### src/rtl/dcache_pkg.sv
// Shared types and address-field constants for the direct-mapped data cache.
package dcache_pkg;

  typedef enum logic [1:0] {
    IDLE      = 2'd0,
    WRITEBACK = 2'd1,
    ALLOCATE  = 2'd2,
    UPDATE    = 2'd3
  } state_t;

  localparam int BLOCK_BYTES = 16;
  localparam int BLOCK_W     = 128;
  localparam int MEM_ADDR_W  = 28;
  localparam int WORD_W      = 32;
  localparam int WORD_LSB    = 2;
  localparam int INDEX_LSB   = 4;

endpackage

### src/rtl/dcache_line_store.sv
// Valid/dirty/tag/data arrays with byte-enabled word writes, block fills and combinational lookup.
module dcache_line_store
  import dcache_pkg::*;
#(
  parameter int INDEX_W = 3,
  parameter int TAG_W   = 28 - INDEX_W
) (
  input  logic               CLOCK,
  input  logic               RESET,
  input  logic [INDEX_W-1:0] index,
  output logic               line_valid,
  output logic               line_dirty,
  output logic [TAG_W-1:0]   line_tag,
  output logic [BLOCK_W-1:0] line_block,
  input  logic               word_wr_en,
  input  logic [1:0]         word_sel,
  input  logic [3:0]         word_byteen,
  input  logic [WORD_W-1:0]  word_data,
  input  logic               fill_en,
  input  logic [TAG_W-1:0]   fill_tag,
  input  logic [BLOCK_W-1:0] fill_block
);

  localparam int SETS = 1 << INDEX_W;

  logic [SETS-1:0]    valid_q;
  logic [SETS-1:0]    dirty_q;
  logic [TAG_W-1:0]   tag_q  [SETS];
  logic [BLOCK_W-1:0] data_q [SETS];

  assign line_valid = valid_q[index];
  assign line_dirty = dirty_q[index];
  assign line_tag   = tag_q[index];
  assign line_block = data_q[index];

  // Only the status bits are cleared; stale tags and data are masked by valid.
  always_ff @(posedge CLOCK or posedge RESET) begin
    if (RESET) begin
      valid_q <= '0;
      dirty_q <= '0;
    end else if (fill_en) begin
      valid_q[index] <= 1'b1;
      dirty_q[index] <= 1'b0;
    end else if (word_wr_en) begin
      dirty_q[index] <= 1'b1;
    end
  end

  always_ff @(posedge CLOCK) begin
    if (fill_en) begin
      tag_q[index]  <= fill_tag;
      data_q[index] <= fill_block;
    end else if (word_wr_en) begin
      for (int k = 0; k < 4; k++) begin
        if (word_byteen[k]) begin
          data_q[index][{word_sel, k[1:0], 3'b000} +: 8] <= word_data[8*k +: 8];
        end
      end
    end
  end

endmodule

### src/rtl/dcache_controller.sv
// Write-back, write-allocate direct-mapped cache controller between the MEM stage and block memory.
module dcache_controller
  import dcache_pkg::*;
#(
  parameter int INDEX_W = 3,
  parameter int TAG_W   = 28 - INDEX_W
) (
  input  logic                  CLOCK,
  input  logic                  RESET,
  input  logic                  CPU_READ,
  input  logic                  CPU_WRITE,
  input  logic [31:0]           CPU_ADDRESS,
  input  logic [3:0]            CPU_BYTEEN,
  input  logic [31:0]           CPU_WRITEDATA,
  output logic [31:0]           CPU_READDATA,
  output logic                  CPU_BUSYWAIT,
  output logic                  MEM_READ,
  output logic                  MEM_WRITE,
  output logic [MEM_ADDR_W-1:0] MEM_ADDRESS,
  output logic [BLOCK_W-1:0]    MEM_WRITEDATA,
  input  logic [BLOCK_W-1:0]    MEM_READDATA,
  input  logic                  MEM_BUSYWAIT
);

  state_t state;

  logic [INDEX_W-1:0] index;
  logic [TAG_W-1:0]   tag;
  logic [1:0]         word_sel;
  logic               unused_addr_bits;

  logic               line_valid;
  logic               line_dirty;
  logic [TAG_W-1:0]   line_tag;
  logic [BLOCK_W-1:0] line_block;
  logic [BLOCK_W-1:0] fill_block;

  logic rd_req;
  logic wr_req;
  logic access;
  logic hit;
  logic idle;

  assign index            = CPU_ADDRESS[INDEX_LSB +: INDEX_W];
  assign tag              = CPU_ADDRESS[31 -: TAG_W];
  assign word_sel         = CPU_ADDRESS[WORD_LSB +: 2];
  assign unused_addr_bits = ^CPU_ADDRESS[1:0];

  // Both strobes high is treated as no request; a write with no lanes enabled is not an access.
  assign rd_req = CPU_READ && !CPU_WRITE;
  assign wr_req = CPU_WRITE && !CPU_READ && (|CPU_BYTEEN);
  assign access = rd_req || wr_req;
  assign hit    = line_valid && (line_tag == tag);
  assign idle   = (state == IDLE);

  // Gating with RESET keeps the stall and read port quiet while reset is held.
  assign CPU_BUSYWAIT = !RESET && (!idle || (access && !hit));
  assign CPU_READDATA = (!RESET && idle && rd_req && hit) ? line_block[{word_sel, 5'b00000} +: 32] : '0;

  dcache_line_store #(
    .INDEX_W(INDEX_W),
    .TAG_W  (TAG_W)
  ) u_line_store (
    .CLOCK      (CLOCK),
    .RESET      (RESET),
    .index      (index),
    .line_valid (line_valid),
    .line_dirty (line_dirty),
    .line_tag   (line_tag),
    .line_block (line_block),
    .word_wr_en (idle && wr_req && hit),
    .word_sel   (word_sel),
    .word_byteen(CPU_BYTEEN),
    .word_data  (CPU_WRITEDATA),
    .fill_en    (state == UPDATE),
    .fill_tag   (tag),
    .fill_block (fill_block)
  );

  // Fetched block is captured on the cycle the memory completes, then written in UPDATE.
  always_ff @(posedge CLOCK) begin
    if (state == ALLOCATE && !MEM_BUSYWAIT) begin
      fill_block <= MEM_READDATA;
    end
  end

  always_ff @(posedge CLOCK or posedge RESET) begin
    if (RESET) begin
      state         <= IDLE;
      MEM_READ      <= 1'b0;
      MEM_WRITE     <= 1'b0;
      MEM_ADDRESS   <= '0;
      MEM_WRITEDATA <= '0;
    end else begin
      case (state)
        IDLE: begin
          if (access && !hit) begin
            if (line_valid && line_dirty) begin
              state         <= WRITEBACK;
              MEM_WRITE     <= 1'b1;
              MEM_ADDRESS   <= {line_tag, index};
              MEM_WRITEDATA <= line_block;
            end else begin
              state       <= ALLOCATE;
              MEM_READ    <= 1'b1;
              MEM_ADDRESS <= CPU_ADDRESS[31:4];
            end
          end
        end
        WRITEBACK: begin
          if (!MEM_BUSYWAIT) begin
            state       <= ALLOCATE;
            MEM_WRITE   <= 1'b0;
            MEM_READ    <= 1'b1;
            MEM_ADDRESS <= CPU_ADDRESS[31:4];
          end
        end
        ALLOCATE: begin
          if (!MEM_BUSYWAIT) begin
            state    <= UPDATE;
            MEM_READ <= 1'b0;
          end
        end
        default: begin
          state <= IDLE;
        end
      endcase
    end
  end

endmodule

### config.mk
export PLATFORM = sky130hd
export DESIGN_NAME = dcache_controller
export DESIGN_NICKNAME = d
export VERILOG_FILES = /design/src/rtl/dcache_pkg.sv /design/src/rtl/dcache_line_store.sv /design/src/rtl/dcache_controller.sv
export SDC_FILE = /design/constraint.sdc
export NUM_CORES = 2
export LEC_CHECK = 0
export CAP_MARGIN = 20
export CORE_ASPECT_RATIO = 0.6
export CORE_UTILIZATION = 30
export DETAILED_ROUTE_END_ITERATION = 16
export PLACE_DENSITY = 0.59
export SLEW_MARGIN = 20
export SYNTH_ARGS = -nofsm -noshare
export SYNTH_HDL_FRONTEND = slang
export SYNTH_SLANG_ARGS = --single-unit
export TNS_END_PERCENT = 50
### constraint.sdc
create_clock -name CLOCK -period 6.8 [get_ports CLOCK]
set_input_delay 1.36 -clock CLOCK [delete_from_list [all_inputs] [get_ports CLOCK]]
set_output_delay 1.36 -clock CLOCK [all_outputs]
set_load 0.05 [all_outputs]
After elaboration in Yosys (flattened, before gate mapping)
Memory sizes are Yosys's and may differ from the RTL's.
Cells that the tools add are included.
{"block": "op_classes", "reduce_logical": 32, "magnitude_cmp": 2, "n_div": 0, "n_mul": 0, "n_mux": 556, "n_addsub": 4, "shift": 9, "eq_ne": 9, "bitwise": 516}
{"cell": "1-bit 2-to-1 mux", "count": 535}
{"cell": "128-bit 2-to-1 mux", "count": 4}
{"cell": "1-bit bitwise OR", "count": 512}
{"cell": "8-bit by 9-bit variable shift with 128-bit output, first input constant", "count": 4}
{"cell": "8-bit by 9-bit indexed part select with 128-bit output", "count": 4}
{"cell": "128-bit by 8-bit indexed part select with 32-bit output", "count": 1}
{"cell": "28-bit 2-to-1 mux", "count": 3}
{"cell": "28-bit one-hot mux with 2 select lines", "count": 1}
{"cell": "7-bit negator with 9-bit output", "count": 4}
{"cell": "32-bit 2-to-1 mux", "count": 1}
{"cell": "25-bit equality test", "count": 1}
{"cell": "8-bit 2-to-1 mux", "count": 2}
{"cell": "8-bit bitwise OR", "count": 2}
{"cell": "1-bit logical AND", "count": 14}
{"cell": "3-bit AND reduction", "count": 3}
{"cell": "8-bit bitwise AND", "count": 1}
{"cell": "2-bit 2-to-1 mux", "count": 4}
{"cell": "8-bit inverter", "count": 1}
{"cell": "1-bit binary-select mux with 3-bit select", "count": 2}
{"cell": "1-bit zero test", "count": 6}
{"cell": "2-bit inequality test, second input constant", "count": 3}
{"cell": "2-bit one-hot mux with 3 select lines", "count": 1}
{"cell": "5-bit AND reduction", "count": 1}
{"cell": "2-bit equality test, second input constant", "count": 2}
{"cell": "other kinds (13)", "count": 16}
{"block": "totals", "output_inout_bits": 191, "mem_bits_rw": 1224, "mem_count": 2, "ff_bits": 304, "mem_bits_ro": 0, "wordCells": 1138, "input_bits": 201, "latchBits": 0}
{"memory": "u_line_store.data_q", "words": 8, "word_bits": 128, "rd": 1, "rd_ports_with_merged_regs": 0, "write_ports": 1, "line": "dcache_line_store.sv:29", "text": "logic [BLOCK_W-1:0] data_q [SETS];"}
{"memory": "u_line_store.tag_q", "words": 8, "word_bits": 25, "rd": 1, "rd_ports_with_merged_regs": 0, "write_ports": 1, "line": "dcache_line_store.sv:28", "text": "logic [TAG_W-1:0] tag_q [SETS];"}

Depth between registers and ports, before layout
{"block": "logic_depth", "depth_word": 12, "ltp_mapped": 15, "ltp_nobuf": 8}

By module
A second synthesis with hierarchy kept.
{"block": "hier_totals", "cells_unflattened": 3032, "hier_area_um2": 60902.2}
{"mod": "dcache_line_store", "area_per_inst_um2": 49289.8, "n_inst": 1, "cells_per_inst": 2388}
{"mod": "dcache_controller", "area_per_inst_um2": 11612.4, "n_inst": 1, "cells_per_inst": 644}

Least setup slack after synthesis
No wires, ideal clock.
{"block": "synth_path", "kind": "input -> register", "start": "in MEM_BUSYWAIT", "end": "reg fill_block[0] (enable)", "t_arrival_ns": 7.372, "t_required_ns": 6.169, "path_buffers": 2, "path_slack_ns": -1.202, "cell_stages": 3, "setup_ns": 0.631, "path_cell_list": "clkbuf_1 -> clkbuf_1 -> nor2b_1"}
{"block": "synth_via", "elab_chain_cells": 2}
{"item": "start, declared", "line": "dcache_controller.sv:22", "text": "input logic MEM_BUSYWAIT"}
{"item": "1-bit zero test"}
{"item": "1-bit logical AND", "line": "dcache_controller.sv:82", "text": "if (state == ALLOCATE && !MEM_BUSYWAIT) begin"}
{"item": "end signal, assigned", "line": "dcache_controller.sv:83", "text": "fill_block <= MEM_READDATA;"}
{"item": "end, declared", "line": "dcache_controller.sv:36", "text": "logic [BLOCK_W-1:0] fill_block;"}
No other way between the ends.
A chain may end at the register's enable or synchronous reset.

Worst setup path in the final report
{"block": "layout_path", "start": "in CPU_ADDRESS[4]", "end": "out CPU_BUSYWAIT"}
{"block": "layout_via", "elab_chain_cells": 7, "elab_cells_between_ends": 9, "classes_between": "eq/ne (1); mux (2); reduce/logical (5); memory (1)"}
{"item": "start, declared", "line": "dcache_controller.sv:12", "text": "input logic [31:0] CPU_ADDRESS,"}
{"item": "memory 8 x 25 bit / 1-bit binary-select mux with 3-bit select (equally long branches)"}
{"item": "25-bit equality test / 1-bit 2-to-1 mux (equally long branches)", "line": "dcache_controller.sv:53, dcache_line_store.sv:31"}
{"item": "1-bit logical AND *", "line": "dcache_controller.sv:53", "text": "assign hit = line_valid && (line_tag == tag);"}
{"item": "1-bit zero test *", "line": "dcache_controller.sv:57", "text": "assign CPU_BUSYWAIT = !RESET && (!idle || (access && !hit));"}
{"item": "1-bit logical AND *", "line": "dcache_controller.sv:57"}
{"item": "1-bit logical OR *", "line": "dcache_controller.sv:57"}
{"item": "1-bit logical AND *", "line": "dcache_controller.sv:57"}
{"item": "end, declared", "line": "dcache_controller.sv:16", "text": "output logic CPU_BUSYWAIT,"}
Every way passes the cells marked *; elsewhere a longest branch is shown, timed or not. The select of a mux whose other input is x is not followed.

==> summary by stage <==
Run status
The run finished with clean final reports.

STA
In the post-route analysis, the smallest setup slack over all paths is roughly 0.55 ns. Static timing analysis puts the maximum clock frequency at roughly 160 MHz. Setup repair after global routing left no endpoint under its margin.

In the final timing run, aggregate negative setup slack is 0 ns. The post-route clock period utilization is just over 90%. The total setup violations reported at the end of the flow is 0. The number of max-slew violations in the final report is 0.

For the pin with the worst max-slew slack, the measured transition is 1.035 ns. The number of hold violations in the final report came to 0. The worst clock skew is around 0.05 ns. Hold timing on the final database bottoms out at a slack of 0.4614 ns. The worst path in the final design needs a cycle of 6.247 ns, including I/O delays and setup. The worst slew margin relative to its limit is 30.60%.

CTS
No sink is reached through more buffers than the 3 on the longest clock path. The sink count of the clock tree is 1,528. TritonCTS built the clock tree. The number of CTS-inserted buffers is roughly 150. Clock latency on the worst-skew pair, taken at its later pin, is 0.81 ns. The count of instances resized after the clock tree is built is 0. Clock-pin slew was measured on the worst setup and hold paths at 0.06 ns.

CTS built an H-tree with a depth of 4. Buffers inserted to repair hold after CTS numbered 0. The root buffer cell is sky130_fd_sc_hd__clkbuf_16. The number of buffers added for setup after CTS is 0.

Floorplan
The I/O pin count is 392. The horizontal die dimension is 579.8 um. The die height is 348.7 um. The floorplan has 126 rows. The floorplan step defined a core boundary enclosing 0.1979 sq mm. The starting utilization of the core area is approximately 30%. The overall die area is a little over 0.2 sq mm.

Logic synthesis
The area share of the largest cell type after synthesis is 67.55%. The most instantiated library cell after synthesis is sky130_fd_sc_hd__edfxtp_1. Synthesis inferred between 1,500 and 2,000 register bits. By area the synthesized netlist is led by sky130_fd_sc_hd__edfxtp_1 (68%), sky130_fd_sc_hd__dfrtp_1 (7.3%), sky130_fd_sc_hd__a22oi_1 (5.8%), sky130_fd_sc_hd__mux2i_1 (3.3%), sky130_fd_sc_hd__mux2_2 (1.9%). Counting distinct cell types in the post-synthesis netlist gives a little under 70.

The share of the Yosys chip area taken by registers is 74.88%. Sorting the synthesized cells by how often they occur yields sky130_fd_sc_hd__edfxtp_1 (1,352), sky130_fd_sc_hd__a22oi_1 (463), sky130_fd_sc_hd__mux2i_1 (197). The number of enable flip-flop cells after synthesis is 1,352. The post-synthesis instance total is 3,655. The leading area contributor after synthesis is sky130_fd_sc_hd__edfxtp_1. The prevailing post-synth register cell is sky130_fd_sc_hd__edfxtp_1. Synthesis produced a netlist with a net count of 3,865.

The share of synthesized flip-flops with an asynchronous set or reset is 11.52%. The yosys synthesis warning count is 0. Dividing the synthesized area by the synthesized cell count gives around 16 sq um. In this run the cell area of the synthesized design comes to 0.06010 sq mm.

Global routing
The number of global-route vias before repair came to approximately 36,000. Global routing used 20.27% of the available tracks. The number of antenna violations at the first check in global routing is 52. The first global-routing pass estimated 288.8 mm of wire. The maximum number of pins on one net before global-route repair is 100. Summed over all layers, the global routing overflow is 0.

Placement
The placed instance area is 0.06952 sq mm. The final weighted congestion of routability-driven global placement is slightly below 0.9. During placement, the flow inserted port buffers numbering approximately 390. Detailed placement finished with a half-perimeter wire length of 144.5 mm. The setup slack at placement is roughly 0.52 ns.

Setup path
Of all nets on the critical path, the largest fanout is 30. The critical path is of the input port to output port type. The kind of start point of the critical path is an input port.

For flop-to-flop paths, the worst setup slack is 1.97 ns. In this run the critical register-to-register path is launched from u_line_store.tag_q[5][11]. Counting cells, the worst reg-to-reg path comes to 9. For the worst setup path, the data required time is approximately 5.4 ns. The end of the worst register-to-register path is u_line_store.data_q[4][1].

For the worst setup path, the data arrival time is between 4 and 5 ns. STA classifies the critical path endpoint as an output port.

Pwr
The switching power total is 5921 uW. The internal power of the cells is 16,730 uW. For this design the ratio of total power to cell area is 303.8 mW/mm^2. Of the total power, the share spent switching nets is 26.13%. Combinational logic burns 12.7% of the power. The completed layout was analyzed and its total power is 22,650 uW. The largest vdd supply drop is 0.2943 mV.

The leakage power total is 0.02546 uW. The part of the total power dissipated in the clock network is 37.8%. Registers are responsible for around half of the overall power.

Route
The total wire length after detailed routing is 210.2 mm. The iteration count of the initial detailed-routing pass is 6. The vias per cell is about 5.4. For this run, design rule violations remaining after detail routing come to 0. The number of DRC markers in iteration 0 is 5,420.

The average wire per cell in the routed design is 29.77 um. The number of antenna-violating nets in the routed design is 0. The via count of the routed design is around 38,000.

Hold path
Along the worst hold path, the cell count comes to 1. The classification of the worst-slack hold path is flop to flop. The launch instance of the worst min-delay path is u_line_store.valid_q[7]. For hold timing, the worst endpoint is u_line_store.valid_q[7].

Cells and area
The finished cells cover 0.07458 sq mm. In the final layout, the share of cells above drive strength 1 is 17.43%. The area growth from synthesis to layout is 24.09%. The final layout net count is 4,509. The count of fill cells added during filler insertion is 18,227.

Run
Max-cap violations in this run came to 0.
## area by class of cell
type / count / area [sq um] / share of cell area, %
flip-flops and latches: 1528 / 45000 / 60.34
multi-input cells: 1775 / 13750 / 18.44
repair buffers: 711 / 7003 / 9.389
clock buffers: 202 / 4103 / 5.501
well taps: 2624 / 3283 / 4.402
clock inverters: 75 / 900.9 / 1.208
inverters: 132 / 503.0 / 0.6744
diodes: 14 / 35.03 / 0.04697
## layer usage
layer	part of all wire, %	GRT usage [%]	wire length, um	vias to the layer above
li1	-	-	-	15895
met1	43	29.38	90300	19545
met2	43	29.11	89420	2172
met3	12	6.400	25450	282
met4	2.4	5.294	5051	2
met5	0.0062	0	13	-
## registers in the layout (all words and copies together), names as in the netlist, named ones only
register,flops
state,2
fill_block,128
MEM_READ,1
u_line_store.valid_q,8
MEM_WRITEDATA,128
MEM_WRITE,1
MEM_ADDRESS,28
u_line_store.data_q,1024
u_line_store.tag_q,200
## how the worst max path moves through the flow
stage | startpoint | endpoint | slack (ns) | cells after the start
finish | CPU_ADDRESS[4] | CPU_BUSYWAIT | 0.55 | 11
global route | CPU_ADDRESS[4] | CPU_READDATA[30] | 0.35 | 13
CTS | CPU_ADDRESS[4] | CPU_READDATA[12] | 0.61 | 12
detailed placement | CPU_ADDRESS[4] | u_line_store.data_q[1][2] | 0.52 | 10
global placement | CPU_ADDRESS[4] | u_line_store.data_q[1][2] | 0.58 | 10
floorplan | RESET | CPU_BUSYWAIT | -0.24 | 2
## worst max-delay path: stages
cell and delay, ns:
sky130_fd_sc_hd__buf_4 0.27, sky130_fd_sc_hd__nor2_1 0.74, sky130_fd_sc_hd__a22o_1 0.32, sky130_fd_sc_hd__nor3_1 0.08, sky130_fd_sc_hd__nor4_1 0.57, sky130_fd_sc_hd__nand4_1 0.36, sky130_fd_sc_hd__nor4_2 0.45, sky130_fd_sc_hd__buf_12 0.21
sky130_fd_sc_hd__nor2_1 0.08, sky130_fd_sc_hd__o21a_1 0.20, sky130_fd_sc_hd__buf_4 0.18
## cell usage in the layout (no fill, tap or decap), drive strengths merged, types with 9 or more instances in the layout
cell type,n
a21oi,43
nor4,11
a22o,51
nand3,31
clkbuf,202
o221ai,24
a221oi,26
a221o,10
mux2,151
and3,31
mux4,44
nor2,58
o21ai,173
nand2,171
edfxtp,1352
diode,14
clkdlybuf4s50,351
bufinv,15
o21a,20
a22oi,463
nor2b,38
nand2b,13
nor3,39
nand4,100
clkinv,48
buf,360
mux2i,197
dfrtp,176
nor3b,10
ha,9
inv,139
## stage by stage
stage	util, %	cells
floorplan	-	3655
global placement	35.13	6769
detailed placement	35.14	6769
CTS	37.67	7046
global route	37.69	7054
finish	37.70	7061
## power groups by stage
stage / Sequential [uW] / Clock [uW] / Combinational [uW]
finish: 11200 / 8560 / 2870
global route: 11300 / 9030 / 3030
CTS: 11200 / 8670 / 2840
detailed placement: 11400 / 0 / 2830
global placement: 11400 / 0 / 2780
floorplan: 11600 / 0 / 1190
## cells by family (layout without fill, tap and decap cells)
family	Yosys count	after routing	share of synthesized area (%)
other	0	14	0
AND/OR/NAND/NOR	531	531	4.815
buffers and inverters	352	1120	2.402
XOR/XNOR	11	11	0.1603
adder cells (fa/ha/maj)	9	9	0.1874
AO/OA/AOI/OAI	832	832	9.799
multiplexers	392	392	7.759
flip-flops	1528	1528	74.88
Power figures use the tool's default switching activity.
